--- src/rtl/react_pkg.sv ---
// Shared types and constants for the reaction-timer measurement core.
// Holds the FSM state encoding, display codes and the delay LFSR step.
package react_pkg;

  typedef enum logic [2:0] {
    IDLE,
    WAIT,
    GO,
    SHOW,
    EARLY
  } state_t;

  localparam logic [15:0] DAT_EARLY = 16'hEEEE;
  localparam logic [15:0] DAT_MAX   = 16'h9999;

  // Fibonacci taps 16,14,13,11 -> bits 15,13,12,10
  localparam logic [15:0] LFSR_TAPS = 16'hB400;

  function automatic logic [15:0] lfsr_next(input logic [15:0] v);
    return {v[14:0], ^(v & LFSR_TAPS)};
  endfunction

endpackage

--- src/rtl/react_bcd_cnt.sv ---
// Four-digit BCD up-counter with synchronous clear; one step per enabled cycle.
// Holds at 9999 when enabled at the top; at_max flags that value combinationally.
module react_bcd_cnt
  import react_pkg::*;
(
  input  logic        clk,
  input  logic        rst,
  input  logic        i_clr,
  input  logic        i_en,
  output logic [15:0] o_dat,
  output logic        o_at_max
);

  logic [15:0] r_dat;
  logic [15:0] w_inc;
  logic        w_carry;

  assign o_dat    = r_dat;
  assign o_at_max = (r_dat == DAT_MAX);

  // Ripple the carry from units upward: a 9 wraps to 0, anything else ends the carry.
  always_comb begin
    w_inc   = r_dat;
    w_carry = 1'b1;
    for (int i = 0; i < 4; i++) begin
      if (w_carry) begin
        if (r_dat[4*i +: 4] == 4'd9) begin
          w_inc[4*i +: 4] = 4'd0;
        end else begin
          w_inc[4*i +: 4] = r_dat[4*i +: 4] + 4'd1;
          w_carry         = 1'b0;
        end
      end
    end
  end

  always_ff @(posedge clk or posedge rst) begin
    if (rst) begin
      r_dat <= 16'h0000;
    end else if (i_clr) begin
      r_dat <= 16'h0000;
    end else if (i_en && !o_at_max) begin
      r_dat <= w_inc;
    end
  end

endmodule

--- src/rtl/react_timer.sv ---
// Reaction tester core: random delay, stimulus LED, then BCD millisecond count to react press.
// Button effects land 3 clk after the pin is sampled; held buttons fire once.
module react_timer
  import react_pkg::*;
#(
  parameter int          TICK_DIV   = 100000,
  parameter int          MIN_DLY_MS = 1000,
  parameter logic [15:0] LFSR_SEED  = 16'hACE1
) (
  input  logic        clk,
  input  logic        rst,
  input  logic        btn_start,
  input  logic        btn_react,
  output logic        led_go,
  output logic [15:0] dat,
  output logic        busy,
  output logic        early,
  output logic        timeout
);

  localparam int            PW        = (TICK_DIV > 1) ? $clog2(TICK_DIV) : 1;
  localparam logic [PW-1:0] TICK_LAST = PW'(TICK_DIV - 1);

  state_t        r_state;
  state_t        w_state_nxt;
  logic [2:0]    r_start_sync;
  logic [2:0]    r_react_sync;
  logic          r_start_pulse;
  logic          r_react_pulse;
  logic [PW-1:0] r_presc;
  logic [15:0]   r_lfsr;
  logic [15:0]   r_dly;
  logic          r_led_go;
  logic          r_busy;
  logic          r_early;
  logic          r_timeout;

  logic          w_tick;
  logic          w_cnt_clr;
  logic          w_cnt_en;
  logic          w_dly_load;
  logic          w_dly_dec;
  logic          w_set_timeout;
  logic          w_at_max;
  logic [15:0]   w_bcd;

  assign w_tick  = (r_presc == TICK_LAST);
  assign led_go  = r_led_go;
  assign busy    = r_busy;
  assign early   = r_early;
  assign timeout = r_timeout;
  assign dat     = r_early ? DAT_EARLY : w_bcd;

  // Two sync stages plus a registered edge pulse: pin sampled at edge n acts at edge n+3.
  always_ff @(posedge clk or posedge rst) begin
    if (rst) begin
      r_start_sync  <= 3'b000;
      r_react_sync  <= 3'b000;
      r_start_pulse <= 1'b0;
      r_react_pulse <= 1'b0;
    end else begin
      r_start_sync  <= {r_start_sync[1:0], btn_start};
      r_react_sync  <= {r_react_sync[1:0], btn_react};
      r_start_pulse <= r_start_sync[1] & ~r_start_sync[2];
      r_react_pulse <= r_react_sync[1] & ~r_react_sync[2];
    end
  end

  always_comb begin
    w_state_nxt   = r_state;
    w_cnt_clr     = 1'b0;
    w_cnt_en      = 1'b0;
    w_dly_load    = 1'b0;
    w_dly_dec     = 1'b0;
    w_set_timeout = 1'b0;
    case (r_state)
      IDLE, SHOW, EARLY: begin
        if (r_start_pulse) begin
          w_state_nxt = WAIT;
          w_cnt_clr   = 1'b1;
          w_dly_load  = 1'b1;
        end
      end
      WAIT: begin
        if (r_react_pulse) begin
          w_state_nxt = EARLY;
        end else if (w_tick) begin
          if (r_dly <= 16'd1) w_state_nxt = GO;
          else                w_dly_dec   = 1'b1;
        end
      end
      GO: begin
        // React wins over a same-cycle tick, so the last increment is dropped.
        if (r_react_pulse) begin
          w_state_nxt = SHOW;
        end else if (w_tick) begin
          if (w_at_max) begin
            w_state_nxt   = SHOW;
            w_set_timeout = 1'b1;
          end else begin
            w_cnt_en = 1'b1;
          end
        end
      end
      default: w_state_nxt = IDLE;
    endcase
  end

  always_ff @(posedge clk or posedge rst) begin
    if (rst) begin
      r_state   <= IDLE;
      r_lfsr    <= LFSR_SEED;
      r_presc   <= '0;
      r_dly     <= 16'd0;
      r_led_go  <= 1'b0;
      r_busy    <= 1'b0;
      r_early   <= 1'b0;
      r_timeout <= 1'b0;
    end else begin
      r_state <= w_state_nxt;
      r_lfsr  <= lfsr_next(r_lfsr);

      if (w_state_nxt != r_state || w_tick) r_presc <= '0;
      else                                  r_presc <= r_presc + PW'(1);

      if (w_dly_load)     r_dly <= 16'(MIN_DLY_MS) + {5'd0, r_lfsr[10:0]};
      else if (w_dly_dec) r_dly <= r_dly - 16'd1;

      r_led_go <= (w_state_nxt == GO);
      r_busy   <= (w_state_nxt == WAIT) || (w_state_nxt == GO);
      r_early  <= (w_state_nxt == EARLY);

      if (w_dly_load)         r_timeout <= 1'b0;
      else if (w_set_timeout) r_timeout <= 1'b1;
    end
  end

  react_bcd_cnt u_bcd (
    .clk      (clk),
    .rst      (rst),
    .i_clr    (w_cnt_clr),
    .i_en     (w_cnt_en),
    .o_dat    (w_bcd),
    .o_at_max (w_at_max)
  );

endmodule

--- config.mk ---
export PLATFORM = sky130hd
export DESIGN_NAME = react_timer
export DESIGN_NICKNAME = d
export VERILOG_FILES = /design/src/rtl/react_pkg.sv /design/src/rtl/react_bcd_cnt.sv /design/src/rtl/react_timer.sv
export SDC_FILE = /design/constraint.sdc
export NUM_CORES = 1
export LEC_CHECK = 0
export ABC_CLOCK_PERIOD_IN_PS = 2600
export BUFFER_PORTS_ARGS = -buffer_cell sky130_fd_sc_hd__buf_2
export CELL_PAD_IN_SITES_DETAIL_PLACEMENT = 1
export CELL_PAD_IN_SITES_GLOBAL_PLACEMENT = 1
export CORE_ASPECT_RATIO = 0.75
export CORE_MARGIN = 10
export CORE_UTILIZATION = 40
export CTS_CLUSTER_SIZE = 16
export DETAILED_ROUTE_END_ITERATION = 10
export PLACE_DENSITY = 0.72
export SLEW_MARGIN = 10
export SYNTH_ARGS = -nofsm -noshare
export SYNTH_HDL_FRONTEND = slang
export SYNTH_SLANG_ARGS = --single-unit
--- constraint.sdc ---
create_clock -name clk -period 2.6 [get_ports clk]
set_input_delay 0.26 -clock clk [delete_from_list [all_inputs] [get_ports clk]]
set_output_delay 0.26 -clock clk [all_outputs]
set_load 0.01 [all_outputs]
==> metrics, run 1 <==
status=finished clean; finished layout cell area=between 4000 and 5000 sq um; TNS Setup=0 ps; TritonCTS Buffers=9; WP data required=~2900 ps; r2r startpoint=r_presc[0]$_DFF_PP0_; Clk Latency, worst-skew pair=approximately 340 ps; max cap viols=0; fin nets=430; YS warnings=0; Syn Inst Count=395; vias per cell=between 5 and 6; post_cts resized=0; Post-DRT Antenna Nets=0; Syn Area/Cell=~10 sq um; R2R Path End=r_dly[7]$_DFFE_PP0P_; Tcrit/Tclk final=roughly 86%; input/output buffers=23; CTS sink count=80; RePlAce Congestion=roughly 0.80; post-CTS setup buffers=0; root buffer cell=clkbuf_16; Slew headroom=50.1%; dpl cell area=roughly 4300 sq um; row cnt=31; first-pass GRT wire length=roughly 16000 microns; CP Capture Type=flop; fraction of layout cells with a size suffix above 1=17.8%; Overflow after GRT=0; GRT Util Overall=between 10% and 20%; Max IR drop VDD=~0.44 mV; Tmin final=between 2000 and 2500 ps; share of the synthesized area in the top cell type=45.3%; Pwr Density=slightly below 700 nW/um^2; CP startpoint kind=flop; cell taking the most area after synthesis=dfrtp_1; initial core utilization=roughly two fifths; max-slew violations=0; Setup Skew=~8.3 ps; Leak=approximately 2.0 nW; Die Area=~14000 sq um; Core ar.=between 9000 and 10000 sq um; vias in the first global route=3200; Max FO, Critical Path=28; register area=2010 sq um; R2R setup slack=360 ps; via count=between 3000 and 4000; DR pass1 iterations=4; Net Count, Synth=just over 400; R2R depth=6; synth cell count leaders=72 x dfrtp_1, 40 x nor2_1, 28 x nand2_1, 17 x a21oi_1; Iteration-0 DRC Markers=~280; # H-tree levels=3; HPWL after detailed placement=6680 microns; endpoints failing setup=0; hold_buf cts=0; Area Overhead vs Synth=14.7%; Worst Hold Class=in2async; Filler Cell Count=between 1000 and 1500; Final Hold Fails=0; fin util=~47%; CP Class=reg2reg; mapped cell area=about 4000 sq um; largest cells by area after synthesis=dfrtp_1 45%, dfstp_2 5.3%, nor2_1 3.8%; number of synthesized flops with an enable pin=0; WL per Instance=17.1 microns; initial antenna violation count=0; drt drc=0; WP data arrival=approximately 2500 ps; synthesized flop and latch total=80; I/O pin count=24; CTS tree=yes; Max clock buf depth=2; Peak Freq=roughly 450 MHz; Die H=~110 microns; Distinct cells, synth=56; diode count=0; register area share after synthesis=a little over 50%; Multi-input gate area=about 1900 sq um; worst-margin pin slew=729 ps; largest net degree at the start of global routing=42; Main synth FF type=dfrtp_1; Async SR Flop Fraction=100%; Clock transition at path regs=60 ps; most common cell in the synthesized netlist=dfrtp_1; Die W=around 140 microns; Design Power=between 3 and 4 mW; Total Wirelength=between 9000 and 10000 microns; RSZ-0062 raised after global routing=no
## worst max-delay path by stage
stage,from,to,slack [ps],cells past startpoint
after floorplan,rst,busy$_DFF_PP0_,300,1
after global placement,r_presc[0]$_DFF_PP0_,r_dly[4]$_DFFE_PP0P_,440,6
after detailed placement,r_presc[0]$_DFF_PP0_,r_dly[7]$_DFFE_PP0P_,360,6
after CTS,r_presc[0]$_DFF_PP0_,r_dly[7]$_DFFE_PP0P_,350,6
after global routing,r_dly[0]$_DFFE_PP0P_,r_dly[10]$_DFFE_PP0P_,110,7
final,r_presc[0]$_DFF_PP0_,r_dly[7]$_DFFE_PP0P_,360,6
## flip-flops by register name, indices dropped and copies added, names as in the netlist
signal	cells
busy	1
early	1
led_go	1
r_dly	16
r_lfsr	16
r_presc	17
r_react_pulse	1
r_react_sync	3
r_start_pulse	1
r_start_sync	3
r_state	3
timeout	1
u_bcd.o_dat	16
## report_power, final
part           internal [mW]  switching (mW)
clock                  0.747           0.518
sequential              1.33          0.0986
combinational          0.189           0.292
total                   2.26           0.908
## logic make-up after synthesis
group / synth area share, %
fa+ha+maj: 1.26
buf+inv: 2.58
mux: 0.786
compound gates: 12.9
flops: 50.6
xor+xnor: 5.72
simple gates: 26.2
## critical path, stage by stage (launching register included)
cell and delay (ps):
dfrtp_1 390, ha_1 240, and4_4 280, nand4_2 120, a211o_2 510, or4_1 520, o211ai_1 90
## through the flow
step,setup WS (ps),hold slack [ps],std cells
after CTS,347,10.6,559
after floorplan,302,291,395
final,362,1.43,559
after global placement,435,332,543
after detailed placement,358,336,543
after global routing,113,15.1,559
## cells in the final DEF (no fill, tap or decap), types with 10 or more instances in the layout
cell / netlist / layout
dfrtp_1: 72 / 72
nor2_1: 40 / 40
nand2_1: 28 / 28
buf_2: 4 / 23
a21oi_1: 17 / 17
nand3_1: 14 / 14
xor2_1: 14 / 14
nor2b_1: 12 / 12
o21ai_0: 12 / 12
xnor2_1: 12 / 12
or2_2: 12 / 12
or4_1: 11 / 11
o211ai_1: 11 / 11
or3_1: 10 / 10
## routing by layer
layer | part of all wire [%] | track usage [%] | vias to the layer above
met1 | 51 | 19.2 | 1540
met2 | 43 | 20.1 | 59
met4 | 1.2 | 3.99 | 0
li1 | - | - | 1491
met5 | 0 | 0 | -
met3 | 4.9 | 4.14 | 13
## area by class of cell
type	count	share of cell area [%]
Multi-Input combinational cell	291	40.8
Inverter	8	0.685
Tap cell	132	3.62
Clock buffer	10	5.01
Clock inverter	6	1.51
Sequential cell	80	44.1
Timing Repair Buffer	32	4.27
No activity file was read; power rests on OpenSTA's default activity.
==> run 2, diff against run 1 <==
--- a/config.mk
+++ b/config.mk
@@ -5,16 +5,17 @@
 export SDC_FILE = /design/constraint.sdc
 export NUM_CORES = 1
 export LEC_CHECK = 0
+export ABC_AREA = 1
 export ABC_CLOCK_PERIOD_IN_PS = 2600
 export BUFFER_PORTS_ARGS = -buffer_cell sky130_fd_sc_hd__buf_2
 export CELL_PAD_IN_SITES_DETAIL_PLACEMENT = 1
 export CELL_PAD_IN_SITES_GLOBAL_PLACEMENT = 1
 export CORE_ASPECT_RATIO = 0.75
-export CORE_MARGIN = 10
-export CORE_UTILIZATION = 40
+export CORE_MARGIN = 2
+export CORE_UTILIZATION = 46
 export CTS_CLUSTER_SIZE = 16
 export DETAILED_ROUTE_END_ITERATION = 10
-export PLACE_DENSITY = 0.72
+export PLACE_DENSITY = 0.83
 export SLEW_MARGIN = 10
 export SYNTH_ARGS = -nofsm -noshare
 export SYNTH_HDL_FRONTEND = slang
==> run 2 against run 1 <==
  * Critical path depth rose by 4
  * Synthesized cell count increased by 27%
  * Critical path type unchanged
  * Utilization rose by 6.2 points
  * Register-to-register slack better by 50 ps
  * Die area down 31%
  * Clock skew decreased by 1.5 ps
  * Sequential share of layout area shrank 1.8 points
==> metrics, run 2 <==
mapped cell area=4170 sq um; CP Class=reg2reg; Main synth FF type=dfrtp_1; # H-tree levels=3; Syn Inst Count=501; Iteration-0 DRC Markers=200; Filler Cell Count=1093; post-synthesis adder-cell area fraction=between 1 and 1.5%; Syn Area/Cell=roughly 8.3 sq um; share of the synthesized area in the top cell type=roughly 43%; post_cts resized=0; max reg flops=17; crit path buf inv count=1; Synth Area in Simple Gates=between 20% and 30%; R2R depth=10; I/O pin count=24; Setup Skew=approximately 7 ps; TritonCTS Buffers=9; pre-CTS setup slack=417 ps; GRT Util Overall=between 20% and 30%; CP startpoint kind=flop; Max clock buf depth=2; post-synthesis compound-gate area fraction=under 10%; Die W=approximately 110 microns; YS warnings=0; register area=approximately 2000 sq um; Design Power=a little over 4 mW; WP data arrival=2440 ps; TNS Setup=0 ps; Total Wirelength=~10000 microns; vias per cell=slightly above 5; DR pass1 iterations=4; cell taking the most area after synthesis=dfrtp_1; Core ar.=between 8000 and 9000 sq um; largest family of logic cells by synthesized area=simple AND/OR/NAND/NOR gates; input/output buffers=23; Overflow after GRT=0; fin nets=roughly 540; Die H=a little under 90 microns; Max IR drop VDD=0.438 mV; critical-path cell list=ha_1 > nand2_1 > nor2_1 > nand2_1 > nor2_4 > nand3_2 > nand2_1 > buf_4 > nand2_1 > o21ai_1; synthesized flop and latch total=80; Most flops, register=r_presc; drt drc=0; Max FO, Critical Path=14; root buffer cell=clkbuf_16; via count=~3400; Setup WS post-layout=413 ps; synth cell count leaders=107 x nand2_1, 72 x dfrtp_1, 62 x nor2_1, 58 x inv_1, 35 x o21ai_0; row cnt=30; CP Capture Type=flop; CTS tree=yes; RePlAce Congestion=0.821; number of synthesized flops with an enable pin=0; mux contribution to synthesized area=0%; Slew headroom=51.4%; Tcrit/Tclk final=around 84%; HPWL after detailed placement=roughly 7300 microns; r2r startpoint=r_presc[0]$_DFF_PP0_; Clk Latency, worst-skew pair=330 ps; endpoints failing setup=0; Pwr Density=855 nW/um^2; Slowest-stage cell, CP=dfrtp_1; Final Hold Fails=0; post-CTS setup buffers=0; RSZ-0062 raised after global routing=no; Clock transition at path regs=around 60 ps; WP data required=about 2900 ps; max cap viols=0; Leak=about 2.2 nW; Crit path top cell by count=nand2_1; Multi-input gate area=1850 sq um; fraction of layout cells with a size suffix above 1=16.8%; R2R Path End=r_dly[9]$_DFFE_PP0P_; first-pass GRT wire length=approximately 17000 microns; most common cell after layout, fill and taps aside=nand2_1; Post-DRT Antenna Nets=0; initial antenna violation count=0; max-slew violations=0; Worst Hold Class=in2async; Area Overhead vs Synth=14.1%; Net Count, Synth=between 500 and 600; WL per Instance=about 16 microns; R2R setup slack=slightly above 400 ps; vias in the first global route=3511; finished layout cell area=about 4800 sq um; worst-margin pin slew=728 ps; Die Area=9850 sq um; Tmin final=approximately 2200 ps; Distinct cells, synth=43; diode count=0; dpl cell area=4430 sq um; most common cell in the synthesized netlist=nand2_1; largest net degree at the start of global routing=42; initial core utilization=46.7%; Async SR Flop Fraction=100%; most frequent cells in the layout=107 x nand2_1, 72 x dfrtp_1, 62 x nor2_1; largest cells by area after synthesis=dfrtp_1 43%, nand2_1 9.6%, nor2_1 5.6%; delay-heaviest family, CP=simple AND/OR/NAND/NOR gates; CTS sink count=80; Peak Freq=457 MHz; CP max stage delay=~370 ps; register area share after synthesis=48.2%; hold_buf cts=0; Synth Area in XOR/XNOR=5.88%; status=finished clean
==> run 2: kinds of logic (layout without fill, tap and decap cells) <==
kind of cell / after synthesis / count (layout)
AND/OR/NAND/NOR: 248 / 248
flip-flops: 80 / 80
buffers and inverters: 77 / 112
AO/OA/AOI/OAI: 64 / 64
XOR/XNOR: 28 / 28
adder cells (fa/ha/maj): 4 / 4
==> run 2: per-stage QoR <==
step	hold WS, ps	util [%]	instances
6_report	22.5	53.2	648
5_1_grt	29.4	53.2	648
4_1_cts	23.7	53.2	648
3_5_place_dp	337	49.6	632
3_3_place_gp	335	49.6	632
2_1_floorplan	291	-	501
==> run 2: how the worst max path moves through the flow <==
stage | endpoint | start | cells after the start | slack (ps)
floorplan | busy$_DFF_PP0_ | rst | 1 | 300
global placement | r_presc[0]$_DFF_PP0_ | r_dly[0]$_DFFE_PP0P_ | 12 | 540
detailed placement | r_presc[16]$_DFF_PP0_ | r_dly[0]$_DFFE_PP0P_ | 12 | 420
CTS | r_dly[9]$_DFFE_PP0P_ | r_presc[0]$_DFF_PP0_ | 10 | 410
global route | r_dly[9]$_DFFE_PP0P_ | r_presc[0]$_DFF_PP0_ | 10 | 180
finish | r_dly[9]$_DFFE_PP0P_ | r_presc[0]$_DFF_PP0_ | 10 | 410
==> run 2: layout make-up <==
class	instances	share of cell area, %
sequential	80	42.3
inverter	68	5.39
clock inverter	5	1.68
multi-input combinational	344	38.8
clock buffer	11	5.10
tap	112	2.95
timing repair buffer	28	3.73
==> run 2: where the power goes <==
group | internal, mW | leakage, nW | switching [mW]
logic | 0.367 | 1.03 | 0.741
registers | 1.42 | 1.03 | 0.183
clock network | 0.865 | 0.152 | 0.495
total | 2.65 | 2.22 | 1.42
==> run 2: per-layer routing <==
| metal | global-route usage [%] | share of wire [%] | vias up |
|---|---|---|---|
| li1 | - | - | 1654 |
| met3 | 4.83 | 3.2 | 16 |
| met4 | 6.65 | 1.6 | 0 |
| met5 | 0 | 0 | - |
| met2 | 37.2 | 48 | 60 |
| met1 | 28.9 | 47 | 1630 |
